## config.mk

```make
export PLATFORM = sky130hd
export DESIGN_NAME = key_debounce
export DESIGN_NICKNAME = d
export VERILOG_FILES = /design/src/rtl/key_debounce_pkg.sv /design/src/rtl/key_debounce_ch.sv /design/src/rtl/key_debounce.sv
export SDC_FILE = /design/constraint.sdc
export NUM_CORES = 1
export LEC_CHECK = 0
export BUFFER_PORTS_ARGS = -buffer_cell sky130_fd_sc_hd__buf_2
export CORE_MARGIN = 3
export CORE_UTILIZATION = 40
export DETAILED_ROUTE_END_ITERATION = 8
export PLACE_DENSITY_LB_ADDON = 0.05
export SLEW_MARGIN = 20
export SYNTH_ARGS = -nofsm -noshare
export SYNTH_HDL_FRONTEND = slang
export SYNTH_SLANG_ARGS = --single-unit
```

## constraint.sdc

```tcl
create_clock -name Sys_CLK -period 5.6 [get_ports Sys_CLK]
set_input_delay 0.56 -clock Sys_CLK [delete_from_list [all_inputs] [get_ports Sys_CLK]]
set_output_delay 0.56 -clock Sys_CLK [all_outputs]
set_load 0.05 [all_outputs]
```

## src/rtl/key_debounce_pkg.sv

```systemverilog
// Shared types and helpers for the push-button debouncer.
package key_debounce_pkg;

  typedef enum logic [2:0] {
    StIdle,
    StPressChk,
    StHeld,
    StLong,
    StRelChk
  } key_state_e;

  localparam int unsigned MinCntWidth = 1;

  // Bits needed to hold (max period - 1) for the shared per-channel counter.
  function automatic int unsigned cnt_width(input int unsigned a, input int unsigned b,
                                            input int unsigned c);
    int unsigned m;
    m = a;
    if (b > m) m = b;
    if (c > m) m = c;
    return (m > 1) ? $clog2(m) : MinCntWidth;
  endfunction

endpackage

```

## src/rtl/key_debounce_ch.sv

```systemverilog
// One debounce channel: 2-flop sync, stable-time FSM, registered level and pulses.
// Auto-repeat in the long-press state is built only when KEY_REPEAT_EN is defined.
module key_debounce_ch
  import key_debounce_pkg::*;
#(
  parameter int unsigned DebounceCycles = 1_000_000,
  parameter int unsigned LongCycles     = 50_000_000,
  parameter int unsigned RepeatCycles   = 10_000_000
) (
  input  logic clk_i,
  input  logic rst_ni,
  input  logic key_i,      // already normalised: 1 = pressed
  output logic level_o,
  output logic press_o,
  output logic release_o,
  output logic long_o
);

  localparam int unsigned CntW = cnt_width(DebounceCycles, LongCycles, RepeatCycles);
  localparam logic [CntW-1:0] CntOne  = CntW'(1);
  localparam logic [CntW-1:0] DebLast = CntW'(DebounceCycles - 1);
  localparam logic [CntW-1:0] LongLast = CntW'(LongCycles - 1);
`ifdef KEY_REPEAT_EN
  localparam logic [CntW-1:0] RepLast = CntW'(RepeatCycles - 1);
`endif

  logic [1:0]      sync_q;
  key_state_e      state_q, state_d;
  logic [CntW-1:0] cnt_q, cnt_d;
  logic            level_q, level_d;
  logic            press_q, press_d;
  logic            release_q, release_d;
  logic            long_q, long_d;
  logic            p;

  assign p = sync_q[1];

  always_ff @(posedge clk_i or negedge rst_ni) begin
    if (!rst_ni) begin
      sync_q    <= 2'b00;
      state_q   <= StIdle;
      cnt_q     <= '0;
      level_q   <= 1'b0;
      press_q   <= 1'b0;
      release_q <= 1'b0;
      long_q    <= 1'b0;
    end else begin
      sync_q    <= {sync_q[0], key_i};
      state_q   <= state_d;
      cnt_q     <= cnt_d;
      level_q   <= level_d;
      press_q   <= press_d;
      release_q <= release_d;
      long_q    <= long_d;
    end
  end

  // A change of the synced pin always wins over a counter terminal count.
  always_comb begin
    state_d   = state_q;
    cnt_d     = cnt_q;
    level_d   = level_q;
    press_d   = 1'b0;
    release_d = 1'b0;
    long_d    = 1'b0;
    unique case (state_q)
      StIdle: begin
        if (p) begin
          state_d = StPressChk;
          cnt_d   = '0;
        end
      end
      StPressChk: begin
        if (!p) begin
          state_d = StIdle;
          cnt_d   = '0;
        end else if (cnt_q == DebLast) begin
          state_d = StHeld;
          cnt_d   = '0;
          press_d = 1'b1;
          level_d = 1'b1;
        end else begin
          cnt_d = cnt_q + CntOne;
        end
      end
      StHeld: begin
        if (!p) begin
          state_d = StRelChk;
          cnt_d   = '0;
        end else if (cnt_q == LongLast) begin
          state_d = StLong;
          cnt_d   = '0;
          long_d  = 1'b1;
        end else begin
          cnt_d = cnt_q + CntOne;
        end
      end
      StLong: begin
        if (!p) begin
          state_d = StRelChk;
          cnt_d   = '0;
        end
`ifdef KEY_REPEAT_EN
        else if (cnt_q == RepLast) begin
          cnt_d   = '0;
          press_d = 1'b1;
        end else begin
          cnt_d = cnt_q + CntOne;
        end
`endif
      end
      StRelChk: begin
        if (p) begin
          state_d = StHeld;
          cnt_d   = '0;
        end else if (cnt_q == DebLast) begin
          state_d   = StIdle;
          cnt_d     = '0;
          release_d = 1'b1;
          level_d   = 1'b0;
        end else begin
          cnt_d = cnt_q + CntOne;
        end
      end
      default: begin
        state_d = StIdle;
        cnt_d   = '0;
      end
    endcase
  end

  assign level_o   = level_q;
  assign press_o   = press_q;
  assign release_o = release_q;
  assign long_o    = long_q;

endmodule

```

## src/rtl/key_debounce.sv

```systemverilog
// Multi-channel push-button conditioner: polarity normalisation plus one channel per key.
// Define KEY_REPEAT_EN to enable auto-repeat press pulses while a key is long-held.
module key_debounce
  import key_debounce_pkg::*;
#(
  parameter int unsigned NUM_KEYS        = 2,
  parameter int unsigned KEY_ACTIVE_LOW  = 1,
  parameter int unsigned DEBOUNCE_CYCLES = 1_000_000,
  parameter int unsigned LONG_CYCLES     = 50_000_000,
  parameter int unsigned REPEAT_CYCLES   = 10_000_000
) (
  input  logic                Sys_CLK,
  input  logic                Sys_RST,
  input  logic [NUM_KEYS-1:0] Key,
  output logic [NUM_KEYS-1:0] Key_Level,
  output logic [NUM_KEYS-1:0] Key_Press,
  output logic [NUM_KEYS-1:0] Key_Release,
  output logic [NUM_KEYS-1:0] Key_Long
);

  logic [NUM_KEYS-1:0] key_pressed;

  assign key_pressed = (KEY_ACTIVE_LOW != 0) ? ~Key : Key;

  for (genvar g = 0; g < NUM_KEYS; g++) begin : g_ch
    key_debounce_ch #(
      .DebounceCycles(DEBOUNCE_CYCLES),
      .LongCycles    (LONG_CYCLES),
      .RepeatCycles  (REPEAT_CYCLES)
    ) u_ch (
      .clk_i    (Sys_CLK),
      .rst_ni   (Sys_RST),
      .key_i    (key_pressed[g]),
      .level_o  (Key_Level[g]),
      .press_o  (Key_Press[g]),
      .release_o(Key_Release[g]),
      .long_o   (Key_Long[g])
    );
  end

endmodule
```

==> flow_summary.json <==
{
  "status": "finished, final reports clean",
  "postCtsSetupRepairBufs": 0,
  "antenna_found_initial": 0,
  "end_kind": "register",
  "reg2reg_slack_ps": 2740,
  "fillCellCount": 875,
  "crit_path_top_delay_cell": "nor3_4",
  "fin_ws_ps": 2740,
  "hold_start": "Key[0]",
  "die_h_um": 102,
  "setup_violations": 0,
  "dp_hpwl_um": 5170,
  "p_per_area_nw_per_um2": 246,
  "rr_endpoint": "g_ch[0].u_ch.cnt_q[24]",
  "cts-buffers-inserted": 9,
  "synth_seq_cells": 70,
  "cpPeakStageDelay_ps": 790,
  "num-nets-final": 405,
  "crit_family": "simple AND/OR/NAND/NOR gates",
  "r2r_cells": 6,
  "portBuffers": 11,
  "period_needed_ps": 2860,
  "drive_gt1_share_pct": 11.2,
  "ant_nets": 0,
  "fmax_ghz": 0.349,
  "r2r_start": "g_ch[0].u_ch.cnt_q[8]",
  "synthCells": 395,
  "clock_latency_ps": 350,
  "cts_root_buf": "clkbuf_8",
  "synth_cell_type_count": 52,
  "grt_pass1_vias": 2541,
  "syn_nets": 401,
  "syn_to_final_growth_pct": 6.76,
  "wl_um": 7620,
  "max_cap_violations": 0,
  "finalCritPeriodShare_pct": 51.1,
  "grt_pass1_wl_um": 12900,
  "cp_max_fo": 23,
  "via_count": 2770,
  "routabilityCongestion": 0.814,
  "dieArea_um2": 10500,
  "path_class": "register to register",
  "ir_worst_vdd_mv": 0.105,
  "cts.sinks": 70,
  "clkTransAtPathRegs_ps": 80,
  "grt_max_degree": 71,
  "post_dp_cell_area_um2": 3790,
  "final_common_cell": "dfrtp_1",
  "diodes": 0,
  "core_area_um2": 8890,
  "routedWlPerCell_um": 14.9,
  "clk_path_buf_depth": 2,
  "rsz0062_at_grt": "false",
  "synth_edf_count": 0,
  "final_cell_area_um2": 3970,
  "slew_headroom_pct": 38.2,
  "place_ws_ps": 2730,
  "critical_path_buf_inv_count": 0,
  "grt_overflow_total": 0,
  "drc_errors": 0,
  "seq_area_frac_synth_pct": 47.1,
  "vias_per_cell": 5.42,
  "crit_chain": "or4_4 > nor4_1 > nand4_1 > o2bb2ai_2 > nor3_4 > nor2_1",
  "whs_path_depth": 2,
  "hp-class": "input pin to register",
  "worst_pin_slew_ps": 925,
  "finalSetupTns_ps": 0,
  "finClkSkew_ps": 8.61,
  "drtIter0Drc": 157,
  "hold_end": "g_ch[0].u_ch.sync_q[0]",
  "first_pass_iters": 4,
  "die_w_um": 102,
  "tritoncts": "done",
  "cts-htree-levels": 3,
  "ctsHoldBuffers": 0,
  "io_pins": 12,
  "synth_flop_cell": "dfrtp_1",
  "cts_resized": 0,
  "async_flop_share_pct": 100,
  "syn_area_um2": 3720,
  "most-common-layout-cells": "dfrtp_1 (70), nor2_1 (68), xnor2_1 (29)",
  "track_usage_pct": 15.9,
  "arrival_ps": 3060,
  "crit_required_ps": 5800,
  "initial_core_util_pct": 41.9,
  "placementRows": 34,
  "start_kind": "register",
  "synth_area_per_cell_um2": 9.42,
  "hold_viol_final": 0,
  "drv_slew": 0,
  "synth_warnings": 0,
  "p_leak_nw": 1.61
}
power by group:
part           total (mW)  switching, mW  internal (mW)
registers           0.528         0.0131          0.514
logic              0.0472         0.0321         0.0151
clock network       0.403          0.201          0.202
total               0.978          0.246          0.732
layer usage:
| metal | GRT usage [%] | part of all wire (%) |
|---|---|---|
| met5 | 0 | 0 |
| met1 | 24.0 | 55 |
| met4 | 6.76 | 1.6 |
| met3 | 3.96 | 2.9 |
| met2 | 21.3 | 41 |
Yosys cell counts, types with 2 or more instances:
cell type   n  area share [%]
nand4_1    10             1.7
a22oi_1     2            0.40
nand2_1    27             2.7
nor2b_1     3            0.50
nand4b_1    2            0.47
buf_2       2            0.27
nor2_1     68             6.9
buf_6       3            0.91
and4_1      3            0.71
xnor2_1    29             6.8
clkbuf_1    4            0.40
ha_1        2            0.67
a21oi_1     8             1.1
inv_1      11             1.1
o21ai_0    10             1.3
nor3_4      2            0.87
nor3_1     18             2.4
buf_4      10             2.0
nand3b_1    2            0.40
nand3_1    27             3.6
nor3b_1     3            0.60
or3_1       2            0.34
nor4_1     13             2.2
dfrtp_1    70              47
or4_4       2            0.60
or2_2       2            0.34
a22o_1      2            0.47
nor4b_1     4            0.94
and4_2      2            0.54
a31oi_1     3            0.50
and2_1      4            0.67
and3_1      6             1.0
xor2_1     17             4.0
and2b_2     2            0.47
nand2b_1    3            0.50
cells by family after synthesis:
logic type	count (synthesis)	synth area share, %
AO/OA/AOI/OAI	33	5.78
XOR/XNOR	46	10.8
adder cells (fa/ha/maj)	2	0.672
buffers and inverters	30	4.71
flip-flops	70	47.1
multiplexers	1	0.302
AND/OR/NAND/NOR	213	30.7
worst max path at each step:
stage,cells past startpoint,slack (ps),start,endpoint
6_report,6,2740,g_ch[0].u_ch.cnt_q[8],g_ch[0].u_ch.cnt_q[24]
5_1_grt,6,2530,g_ch[0].u_ch.cnt_q[8],g_ch[0].u_ch.cnt_q[18]
4_1_cts,6,2700,g_ch[0].u_ch.cnt_q[8],g_ch[0].u_ch.cnt_q[25]
3_5_place_dp,6,2730,g_ch[0].u_ch.cnt_q[8],g_ch[0].u_ch.cnt_q[7]
3_3_place_gp,6,2710,g_ch[0].u_ch.cnt_q[8],g_ch[0].u_ch.cnt_q[18]
2_1_floorplan,8,3440,g_ch[0].u_ch.cnt_q[8],g_ch[0].u_ch.cnt_q[16]
flip-flops by register name, indices dropped and copies added, names as in the netlist:
| register | count |
|---|---|
| g_ch.u_ch.sync_q | 4 |
| g_ch.u_ch.release_o | 2 |
| g_ch.u_ch.long_o | 2 |
| g_ch.u_ch.level_o | 2 |
| g_ch.u_ch.cnt_q | 52 |
| g_ch.u_ch.state_q | 6 |
| g_ch.u_ch.press_o | 2 |
through the flow:
| step | hold WS, ps | cells | power (mW) | util [%] |
|---|---|---|---|---|
| finish | 349 | 511 | 0.978 | 44.7 |
| global route | 320 | 511 | 1.03 | 44.7 |
| CTS | 323 | 511 | 0.999 | 44.7 |
| detailed placement | 336 | 496 | 0.586 | 42.6 |
| global placement | 342 | 496 | 0.585 | 42.6 |
| floorplan | 264 | 395 | 0.567 | - |
area by class of cell:
| class | count | area, um^2 | share of cell area [%] |
|---|---|---|---|
| Multi-Input combinational cell | 295 | 1800 | 45.2 |
| Sequential cell | 70 | 1750 | 44.1 |
| Tap cell | 108 | 135 | 3.40 |
| Clock buffer | 9 | 124 | 3.12 |
| Clock inverter | 6 | 63.8 | 1.61 |
| Timing Repair Buffer | 12 | 62.6 | 1.57 |
| Inverter | 11 | 41.3 | 1.04 |
worst register-to-register path, delay by kind of cell (launching register included):
kind            cells  cell delay, ps
flops               1             450
simple gates        5            2040
compound gates      1             230
(Power assumes the default switching activity.)
